<file path="src/rtl/julia_scheduler.sv">
// julia_scheduler
// ---------------------------------------------------------------------------
// Frame-level scheduler that sits between the parameter-entry front end and
// a bank of NUM_CORES Julia iteration cores.
//
// On start it captures the Julia constant, the top-left z corner and the
// pixel pitch. It then walks the raster left-to-right, top-to-bottom and
// hands one pixel per cycle to an idle core, choosing cores round-robin.
// Finished iteration counts are collected round-robin into a one-entry
// output register. That register drives the frame-buffer write port.
//
// Ports
//   clock, reset          : system clock, synchronous active-high reset
//   start                 : one-cycle frame request (ignored while busy)
//   c_real, c_comp        : Julia constant, signed 4.14
//   z_real, z_comp        : top-left pixel coordinate, signed 4.14
//   z_scale               : pixel pitch, 4.14
//   busy, frame_done      : frame in progress / one-cycle completion pulse
//   core_ready            : per-core idle flags
//   core_start            : one-hot dispatch pulse
//   core_c_*, core_z_*    : shared dispatch operands (valid with core_start)
//   core_done, core_iter  : per-core result flag and packed iteration counts
//   core_ack              : one-hot result acknowledge pulse
//   fb_we, fb_addr, fb_data, fb_ready : frame-buffer write port
//
// Every output is driven directly from a flop. Dispatch and collection
// decisions are therefore visible one cycle after they are made. A core keeps
// its old ready/done level for the cycle in which our start/ack pulse is on
// the wire. Both pulses are used to mask the stale flag for that cycle.
// ---------------------------------------------------------------------------
module julia_scheduler #(
    parameter int NUM_CORES = 4,
    parameter int H_RES     = 640,
    parameter int V_RES     = 480,
    parameter int ITER_W    = 8,
    parameter int ADDR_W    = 19
) (
    input  logic                        clock,
    input  logic                        reset,
    input  logic                        start,
    input  logic [17:0]                 c_real,
    input  logic [17:0]                 c_comp,
    input  logic [17:0]                 z_real,
    input  logic [17:0]                 z_comp,
    input  logic [17:0]                 z_scale,
    output logic                        busy,
    output logic                        frame_done,
    input  logic [NUM_CORES-1:0]        core_ready,
    output logic [NUM_CORES-1:0]        core_start,
    output logic [17:0]                 core_c_real,
    output logic [17:0]                 core_c_comp,
    output logic [17:0]                 core_z_real,
    output logic [17:0]                 core_z_comp,
    input  logic [NUM_CORES-1:0]        core_done,
    input  logic [NUM_CORES*ITER_W-1:0] core_iter,
    output logic [NUM_CORES-1:0]        core_ack,
    output logic                        fb_we,
    output logic [ADDR_W-1:0]           fb_addr,
    output logic [ITER_W-1:0]           fb_data,
    input  logic                        fb_ready
);

    localparam int PTR_W = (NUM_CORES > 1) ? $clog2(NUM_CORES) : 1;
    localparam int X_W   = (H_RES > 1) ? $clog2(H_RES) : 1;
    localparam int Y_W   = (V_RES > 1) ? $clog2(V_RES) : 1;

    localparam logic [X_W-1:0] X_LAST = X_W'(H_RES - 1);
    localparam logic [Y_W-1:0] Y_LAST = Y_W'(V_RES - 1);

    typedef enum logic [0:0] {
        ST_IDLE = 1'b0,
        ST_RUN  = 1'b1
    } state_t;

    // Round-robin pointer arithmetic: base + off, wrapped into 0..NUM_CORES-1.
    // off never exceeds NUM_CORES-1, so one subtraction is enough.
    function automatic logic [PTR_W-1:0] ptr_add(input logic [PTR_W-1:0] base,
                                                 input int               off);
        int sum;
        sum = int'(base) + off;
        if (sum >= NUM_CORES) begin
            sum = sum - NUM_CORES;
        end else begin
            sum = sum;
        end
        return PTR_W'(sum);
    endfunction

    // ------------------------------------------------------------------
    // State
    // ------------------------------------------------------------------
    state_t                 state_q,        state_d;
    logic                   busy_q,         busy_d;
    logic                   frame_done_q,   frame_done_d;

    logic [17:0]            c_real_q,       c_real_d;
    logic [17:0]            c_comp_q,       c_comp_d;
    logic [17:0]            z_real_q,       z_real_d;
    logic [17:0]            z_scale_q,      z_scale_d;

    logic [17:0]            cur_zr_q,       cur_zr_d;
    logic [17:0]            cur_zi_q,       cur_zi_d;
    logic [X_W-1:0]         x_q,            x_d;
    logic [Y_W-1:0]         y_q,            y_d;
    logic [ADDR_W-1:0]      addr_q,         addr_d;
    logic                   all_disp_q,     all_disp_d;

    logic [PTR_W-1:0]       dpt_q,          dpt_d;
    logic [PTR_W-1:0]       cpt_q,          cpt_d;
    logic [ADDR_W-1:0]      tag_q [NUM_CORES];
    logic [ADDR_W-1:0]      tag_d [NUM_CORES];

    logic [NUM_CORES-1:0]   core_start_q,   core_start_d;
    logic [NUM_CORES-1:0]   core_ack_q,     core_ack_d;
    logic [17:0]            core_c_real_q,  core_c_real_d;
    logic [17:0]            core_c_comp_q,  core_c_comp_d;
    logic [17:0]            core_z_real_q,  core_z_real_d;
    logic [17:0]            core_z_comp_q,  core_z_comp_d;

    logic                   fb_we_q,        fb_we_d;
    logic [ADDR_W-1:0]      fb_addr_q,      fb_addr_d;
    logic [ITER_W-1:0]      fb_data_q,      fb_data_d;

    // ------------------------------------------------------------------
    // Arbitration inputs
    // ------------------------------------------------------------------
    logic [NUM_CORES-1:0]   disp_avail_s;
    logic [NUM_CORES-1:0]   coll_avail_s;
    logic                   disp_found_s;
    logic [PTR_W-1:0]       disp_sel_s;
    logic                   coll_found_s;
    logic [PTR_W-1:0]       coll_sel_s;
    logic                   out_free_s;
    logic                   dispatch_en_s;
    logic                   load_en_s;
    logic                   complete_s;

    // A core that is being started or acked right now still shows its old
    // ready/done level. Hide that core for this cycle.
    assign disp_avail_s = core_ready & ~core_start_q;
    assign coll_avail_s = core_done  & ~core_ack_q;

    // The output register can take a new entry when it is empty, or when
    // its current entry is written this cycle.
    assign out_free_s = ~fb_we_q | fb_ready;

    // Round-robin search for the next idle core, starting at dpt.
    always_comb begin
        logic [PTR_W-1:0] idx;
        idx          = '0;
        disp_found_s = 1'b0;
        disp_sel_s   = '0;
        for (int k = 0; k < NUM_CORES; k++) begin
            idx          = ptr_add(dpt_q, k);
            disp_sel_s   = (!disp_found_s && disp_avail_s[idx]) ? idx : disp_sel_s;
            disp_found_s = disp_found_s | disp_avail_s[idx];
        end
    end

    // Round-robin search for the next finished core, starting at cpt.
    always_comb begin
        logic [PTR_W-1:0] idx;
        idx          = '0;
        coll_found_s = 1'b0;
        coll_sel_s   = '0;
        for (int k = 0; k < NUM_CORES; k++) begin
            idx          = ptr_add(cpt_q, k);
            coll_sel_s   = (!coll_found_s && coll_avail_s[idx]) ? idx : coll_sel_s;
            coll_found_s = coll_found_s | coll_avail_s[idx];
        end
    end

    assign dispatch_en_s = (state_q == ST_RUN) && !all_disp_q && disp_found_s;
    assign load_en_s     = (state_q == ST_RUN) && coll_found_s && out_free_s;

    // The frame is finished when every pixel is out, no result is pending,
    // every core is idle, no start pulse is in flight, and the output
    // register is empty or draining this cycle.
    assign complete_s = (state_q == ST_RUN) && all_disp_q &&
                        (core_done == '0) && (&core_ready) &&
                        (core_start_q == '0) && out_free_s;

    // Next-state logic for the frame FSM, raster walker and output register.
    always_comb begin
        state_d       = state_q;
        busy_d        = busy_q;
        frame_done_d  = 1'b0;
        c_real_d      = c_real_q;
        c_comp_d      = c_comp_q;
        z_real_d      = z_real_q;
        z_scale_d     = z_scale_q;
        cur_zr_d      = cur_zr_q;
        cur_zi_d      = cur_zi_q;
        x_d           = x_q;
        y_d           = y_q;
        addr_d        = addr_q;
        all_disp_d    = all_disp_q;
        dpt_d         = dpt_q;
        cpt_d         = cpt_q;
        for (int i = 0; i < NUM_CORES; i++) begin
            tag_d[i] = tag_q[i];
        end
        core_start_d  = '0;
        core_ack_d    = '0;
        core_c_real_d = core_c_real_q;
        core_c_comp_d = core_c_comp_q;
        core_z_real_d = core_z_real_q;
        core_z_comp_d = core_z_comp_q;
        fb_we_d       = fb_we_q;
        fb_addr_d     = fb_addr_q;
        fb_data_d     = fb_data_q;

        case (state_q)
            ST_IDLE: begin
                if (start) begin
                    c_real_d   = c_real;
                    c_comp_d   = c_comp;
                    z_real_d   = z_real;
                    z_scale_d  = z_scale;
                    cur_zr_d   = z_real;
                    cur_zi_d   = z_comp;
                    x_d        = '0;
                    y_d        = '0;
                    addr_d     = '0;
                    all_disp_d = 1'b0;
                    busy_d     = 1'b1;
                    state_d    = ST_RUN;
                end else begin
                    state_d    = ST_IDLE;
                end
            end

            ST_RUN: begin
                if (dispatch_en_s) begin
                    core_start_d          = NUM_CORES'(1) << disp_sel_s;
                    core_c_real_d         = c_real_q;
                    core_c_comp_d         = c_comp_q;
                    core_z_real_d         = cur_zr_q;
                    core_z_comp_d         = cur_zi_q;
                    tag_d[disp_sel_s]     = addr_q;
                    dpt_d                 = ptr_add(disp_sel_s, 1);
                    addr_d                = addr_q + ADDR_W'(1);
                    if (x_q != X_LAST) begin
                        x_d      = x_q + X_W'(1);
                        cur_zr_d = cur_zr_q + z_scale_q;
                    end else begin
                        // Row wrap: back to the left edge, one pitch down.
                        x_d        = '0;
                        y_d        = y_q + Y_W'(1);
                        cur_zr_d   = z_real_q;
                        cur_zi_d   = cur_zi_q - z_scale_q;
                        all_disp_d = (y_q == Y_LAST);
                    end
                end else begin
                    core_start_d = '0;
                end

                if (complete_s) begin
                    state_d      = ST_IDLE;
                    busy_d       = 1'b0;
                    frame_done_d = 1'b1;
                end else begin
                    state_d      = ST_RUN;
                end
            end

            default: begin
                state_d = ST_IDLE;
                busy_d  = 1'b0;
            end
        endcase

        // Output register. It loads a new result or drains the current one.
        if (load_en_s) begin
            core_ack_d = NUM_CORES'(1) << coll_sel_s;
            cpt_d      = ptr_add(coll_sel_s, 1);
            fb_we_d    = 1'b1;
            fb_addr_d  = tag_q[coll_sel_s];
            fb_data_d  = core_iter[int'(coll_sel_s)*ITER_W +: ITER_W];
        end else if (fb_ready) begin
            fb_we_d    = 1'b0;
        end else begin
            fb_we_d    = fb_we_q;
        end
    end

    // All state and registered outputs, with synchronous reset to zero.
    always_ff @(posedge clock) begin
        if (reset) begin
            state_q       <= ST_IDLE;
            busy_q        <= 1'b0;
            frame_done_q  <= 1'b0;
            c_real_q      <= '0;
            c_comp_q      <= '0;
            z_real_q      <= '0;
            z_scale_q     <= '0;
            cur_zr_q      <= '0;
            cur_zi_q      <= '0;
            x_q           <= '0;
            y_q           <= '0;
            addr_q        <= '0;
            all_disp_q    <= 1'b0;
            dpt_q         <= '0;
            cpt_q         <= '0;
            for (int i = 0; i < NUM_CORES; i++) begin
                tag_q[i]  <= '0;
            end
            core_start_q  <= '0;
            core_ack_q    <= '0;
            core_c_real_q <= '0;
            core_c_comp_q <= '0;
            core_z_real_q <= '0;
            core_z_comp_q <= '0;
            fb_we_q       <= 1'b0;
            fb_addr_q     <= '0;
            fb_data_q     <= '0;
        end else begin
            state_q       <= state_d;
            busy_q        <= busy_d;
            frame_done_q  <= frame_done_d;
            c_real_q      <= c_real_d;
            c_comp_q      <= c_comp_d;
            z_real_q      <= z_real_d;
            z_scale_q     <= z_scale_d;
            cur_zr_q      <= cur_zr_d;
            cur_zi_q      <= cur_zi_d;
            x_q           <= x_d;
            y_q           <= y_d;
            addr_q        <= addr_d;
            all_disp_q    <= all_disp_d;
            dpt_q         <= dpt_d;
            cpt_q         <= cpt_d;
            for (int i = 0; i < NUM_CORES; i++) begin
                tag_q[i]  <= tag_d[i];
            end
            core_start_q  <= core_start_d;
            core_ack_q    <= core_ack_d;
            core_c_real_q <= core_c_real_d;
            core_c_comp_q <= core_c_comp_d;
            core_z_real_q <= core_z_real_d;
            core_z_comp_q <= core_z_comp_d;
            fb_we_q       <= fb_we_d;
            fb_addr_q     <= fb_addr_d;
            fb_data_q     <= fb_data_d;
        end
    end

    assign busy        = busy_q;
    assign frame_done  = frame_done_q;
    assign core_start  = core_start_q;
    assign core_ack    = core_ack_q;
    assign core_c_real = core_c_real_q;
    assign core_c_comp = core_c_comp_q;
    assign core_z_real = core_z_real_q;
    assign core_z_comp = core_z_comp_q;
    assign fb_we       = fb_we_q;
    assign fb_addr     = fb_addr_q;
    assign fb_data     = fb_data_q;

endmodule

</file>
<file path="config.mk">
export PLATFORM = sky130hd
export DESIGN_NAME = julia_scheduler
export DESIGN_NICKNAME = d
export VERILOG_FILES = /design/src/rtl/julia_scheduler.sv
export SDC_FILE = /design/constraint.sdc
export NUM_CORES = 1
export LEC_CHECK = 0
export BUFFER_PORTS_ARGS = -buffer_cell sky130_fd_sc_hd__buf_2
export CAP_MARGIN = 20
export CORE_MARGIN = 1.5
export CORE_UTILIZATION = 55
export CTS_CLUSTER_DIAMETER = 50
export DETAILED_ROUTE_END_ITERATION = 10
export PLACE_DENSITY = 0.77
export RECOVER_POWER = 25
export SYNTH_ARGS = -nofsm -noshare
export SYNTH_HDL_FRONTEND = slang
export SYNTH_SLANG_ARGS = --single-unit
</file>
<file path="constraint.sdc">
create_clock -name clock -period 5 [get_ports clock]
set_clock_uncertainty 0.2 [all_clocks]
set_input_delay 1.25 -clock clock [delete_from_list [all_inputs] [get_ports clock]]
set_output_delay 1.25 -clock clock [all_outputs]
set_load 0.01 [all_outputs]
</file>
==> results.ini <==
[floorplanning]
start_util_pct=56.2
die_area_um2=28600
rows=60
ios=244
die_w_um=169
coreArea_um2=27000
die_h_um=169

[placement]
hpwl_mm=26.8
portBuffers=243
gp_congestion=0.917
dp_worst_setup_slack_ns=1.19
dp.cells=2396

[global_route]
gr-total-overflow=0
grt_max_degree=100
grt_pass1_vias=13400
grt_pass1_wl_mm=65.5
track_usage_pct=27.9
antenna_found_initial=4

[synth]
ys_ff_latch=338
syn-cell-area_um2=15200
async_reset_ff_share_pct=0
avgSynthCellArea_um2=7.90
syn_inst=1922
synthTopCellsByArea=dfxtp_1, nand2_1, a21oi_1
synth_cell_types=71
synth-edff-count=0
synth-seq-area-share_pct=44.5
yosysWarnings=0
syn-num-nets=2099
yosysTopAreaCellShare_pct=44.5
synth_top_area_cell=dfxtp_1
synth_ff_type=dfxtp_1

[cts]
clock_path_buffers=3
clk_pin_slew_ns=0.06
hold_buffers=0
cts_tree=yes
cts_root_buffer=clkbuf_16
cts_setup_buffers=0
cts_resized=0
clock_latency_ns=0.53
htreeDepth=2
cts.sinks=338
cts_made_buffers=38

[timing]
rsz0062_at_grt=false
maxSlewHeadroom_pct=35.1
finalCritPeriodShare_pct=65.3
worstMarginPinSlew_ns=0.972
setup_ws_ns=1.73
fmax_mhz=306
hold_viol_final=0
slew_violations=0
setup-tns-final_ns=0
final.min_clock_period_ns=3.27
setup-violations-final=0

[routing]
wire_per_inst_um=16.6
drt-initial-drc-count=1028
ant_nets=0
totalWireLength_mm=40.9
firstDrtPassIters=5
vias=14000
via_per_inst=5.68
drc=0

[setup_path]
path_class=input port to register
timing.critical_path.fanout_max=48
start_kind=input port
crit_arrival_ns=3.45
r2r_end=cur_zi_q[17]
endpoint_kind=register
critical_path_required_ns=5.19
rrSetupSlack_ns=1.87
r2r-start=state_q
r2r_cells=8

[power_and_ir_drop]
power_frac_seq_pct=43.5
power.density_nw_per_um2=375
combPwrFrac_pct=14.2
p_sw_w=0.00178
swShare_pct=26.9
vdd_drop_max_uv=267
share_clk_of_total_power_pct=42.4
leakage_nw=6.63
p_int_w=0.00484

[run_status]
status=completed

[worst_hold_path]
hp-class=register to register
hp-start=c_comp_q[4]
hold_path_depth=2
holdPathEnd=core_c_comp[4]

[cells_and_area]
drive_gt1_share_pct=11.7
areaGrowthSynthToFinish_pct=16.0
fin_nets=2272
final_cells=2465

[flow_run]
drv_cap=0

[power by group through the flow]
stage	clock network, W	registers (W)	logic [W]
final	0.00280	0.00288	0.000936
after global routing	0.00294	0.00289	0.00104
after CTS	0.00285	0.00287	0.000938
after detailed placement	0	0.00293	0.000934
after global placement	0	0.00293	0.000910
after floorplan	0	0.00292	0.000665
[stage by stage]
| stage | instance area (um^2) | total power [W] | hold WS (ns) | utilization, % |
|---|---|---|---|---|
| CTS | 17800 | 0.00666 | 0.246 | 65.7 |
| floorplan | 15200 | 0.00359 | 0.231 | - |
| global placement | 16500 | 0.00384 | 0.236 | 61.0 |
| detailed placement | 16500 | 0.00387 | 0.241 | 61.0 |
| finish | 17600 | 0.00662 | 0.246 | 65.2 |
| global route | 17600 | 0.00687 | 0.259 | 65.2 |
[cell usage after synthesis, drive strengths merged, types with 5 or more instances]
| master | instances |
|---|---|
| a211oi | 24 |
| a21o | 11 |
| a21oi | 302 |
| a31oi | 7 |
| and2 | 6 |
| and3 | 11 |
| buf | 44 |
| clkbuf | 87 |
| dfxtp | 338 |
| ha | 41 |
| inv | 37 |
| mux2i | 67 |
| nand2 | 549 |
| nand2b | 13 |
| nand3 | 16 |
| nand4 | 16 |
| nand4b | 5 |
| nor2 | 102 |
| nor2b | 15 |
| nor3 | 25 |
| nor4 | 6 |
| o211ai | 13 |
| o21a | 10 |
| o21ai | 37 |
| o221ai | 29 |
| or3 | 9 |
| xnor2 | 17 |
| xor2 | 25 |
[cells in the final DEF, fill, tap and decap left out, types with 7 or more instances in the layout]
| master | count |
|---|---|
| nand4_1 | 15 |
| a211oi_1 | 24 |
| xnor2_1 | 17 |
| nor3_1 | 24 |
| o221ai_1 | 29 |
| mux2i_1 | 67 |
| a21oi_1 | 301 |
| buf_4 | 21 |
| nand2_1 | 548 |
| a21o_1 | 11 |
| clkbuf_1 | 102 |
| o21a_1 | 10 |
| nor2_1 | 99 |
| buf_2 | 147 |
| dfxtp_1 | 337 |
| ha_1 | 41 |
| o211ai_1 | 13 |
| inv_1 | 37 |
| clkbuf_8 | 10 |
| nand3_1 | 16 |
| clkbuf_16 | 38 |
| and3_1 | 11 |
| or3_1 | 9 |
| nor2b_1 | 14 |
| xor2_1 | 25 |
| o21ai_0 | 33 |
| a31oi_1 | 7 |
| nand2b_1 | 13 |
[critical path, cell delays in order]
cell,delay (ns)
buf_2,0.10
nor2b_1,0.17
o41ai_1,0.51
buf_4,0.47
buf_4,0.54
nor2_1,0.17
a22oi_1,0.17
nor2_1,0.05
[worst max-delay path by stage]
stage | endpoint | cells past startpoint | startpoint | slack, ns
after floorplan | tag_q[0][10] | 11 | core_ready[1] | 1.75
after global placement | cur_zi_q[16] | 8 | core_ready[2] | 1.34
after detailed placement | tag_q[2][11] | 9 | core_ready[3] | 1.19
after CTS | tag_q[2][11] | 9 | core_ready[3] | 1.73
after global routing | tag_q[1][11] | 11 | core_ready[0] | 1.56
final | x_q[1] | 8 | core_ready[2] | 1.73
[routing by layer]
layer  up-vias  GRT usage, %  wire [um]  part of all wire, %
met3        70          5.83       2940                  7.2
met1      6590          34.9      17600                   43
li1       6920             -          -                    -
met5         -             0         24                0.059
met4         4          8.89        941                  2.3
met2       424          48.0      19300                   47
[final cells by class]
| type | count | area [um^2] |
|---|---|---|
| antenna | 2 | 5.00 |
| clock buffer | 54 | 1100 |
| clock inverter | 13 | 169 |
| fill | 2350 | 9410 |
| inverter | 38 | 143 |
| multi-input combinational | 1415 | 7740 |
| sequential | 338 | 6770 |
| tap | 341 | 427 |
| timing repair buffer | 264 | 1260 |
[logic make-up (layout without fill, tap and decap cells)]
logic type / Yosys count / in the layout / share of synthesized area [%]
XOR/XNOR: 42 / 42 / 2.42
AND/OR/NAND/NOR: 788 / 788 / 21.8
flip-flops: 338 / 338 / 44.5
AO/OA/AOI/OAI: 473 / 473 / 18.5
adder cells (fa/ha/maj): 43 / 43 / 3.64
multiplexers: 69 / 69 / 4.56
buffers and inverters: 169 / 369 / 4.55
other: 0 / 2 / 0
[flip-flops by register name, indices dropped and copies added (netlist names), 18 cells and up]
signal,flops
cur_zi_q,18
addr_q,19
c_real_q,18
core_z_real,18
z_real_q,18
core_z_comp,18
fb_addr,19
cur_zr_q,18
z_scale_q,18
tag_q,76
c_comp_q,18
core_c_real,18
core_c_comp,18
Power figures use the tool's default switching activity.
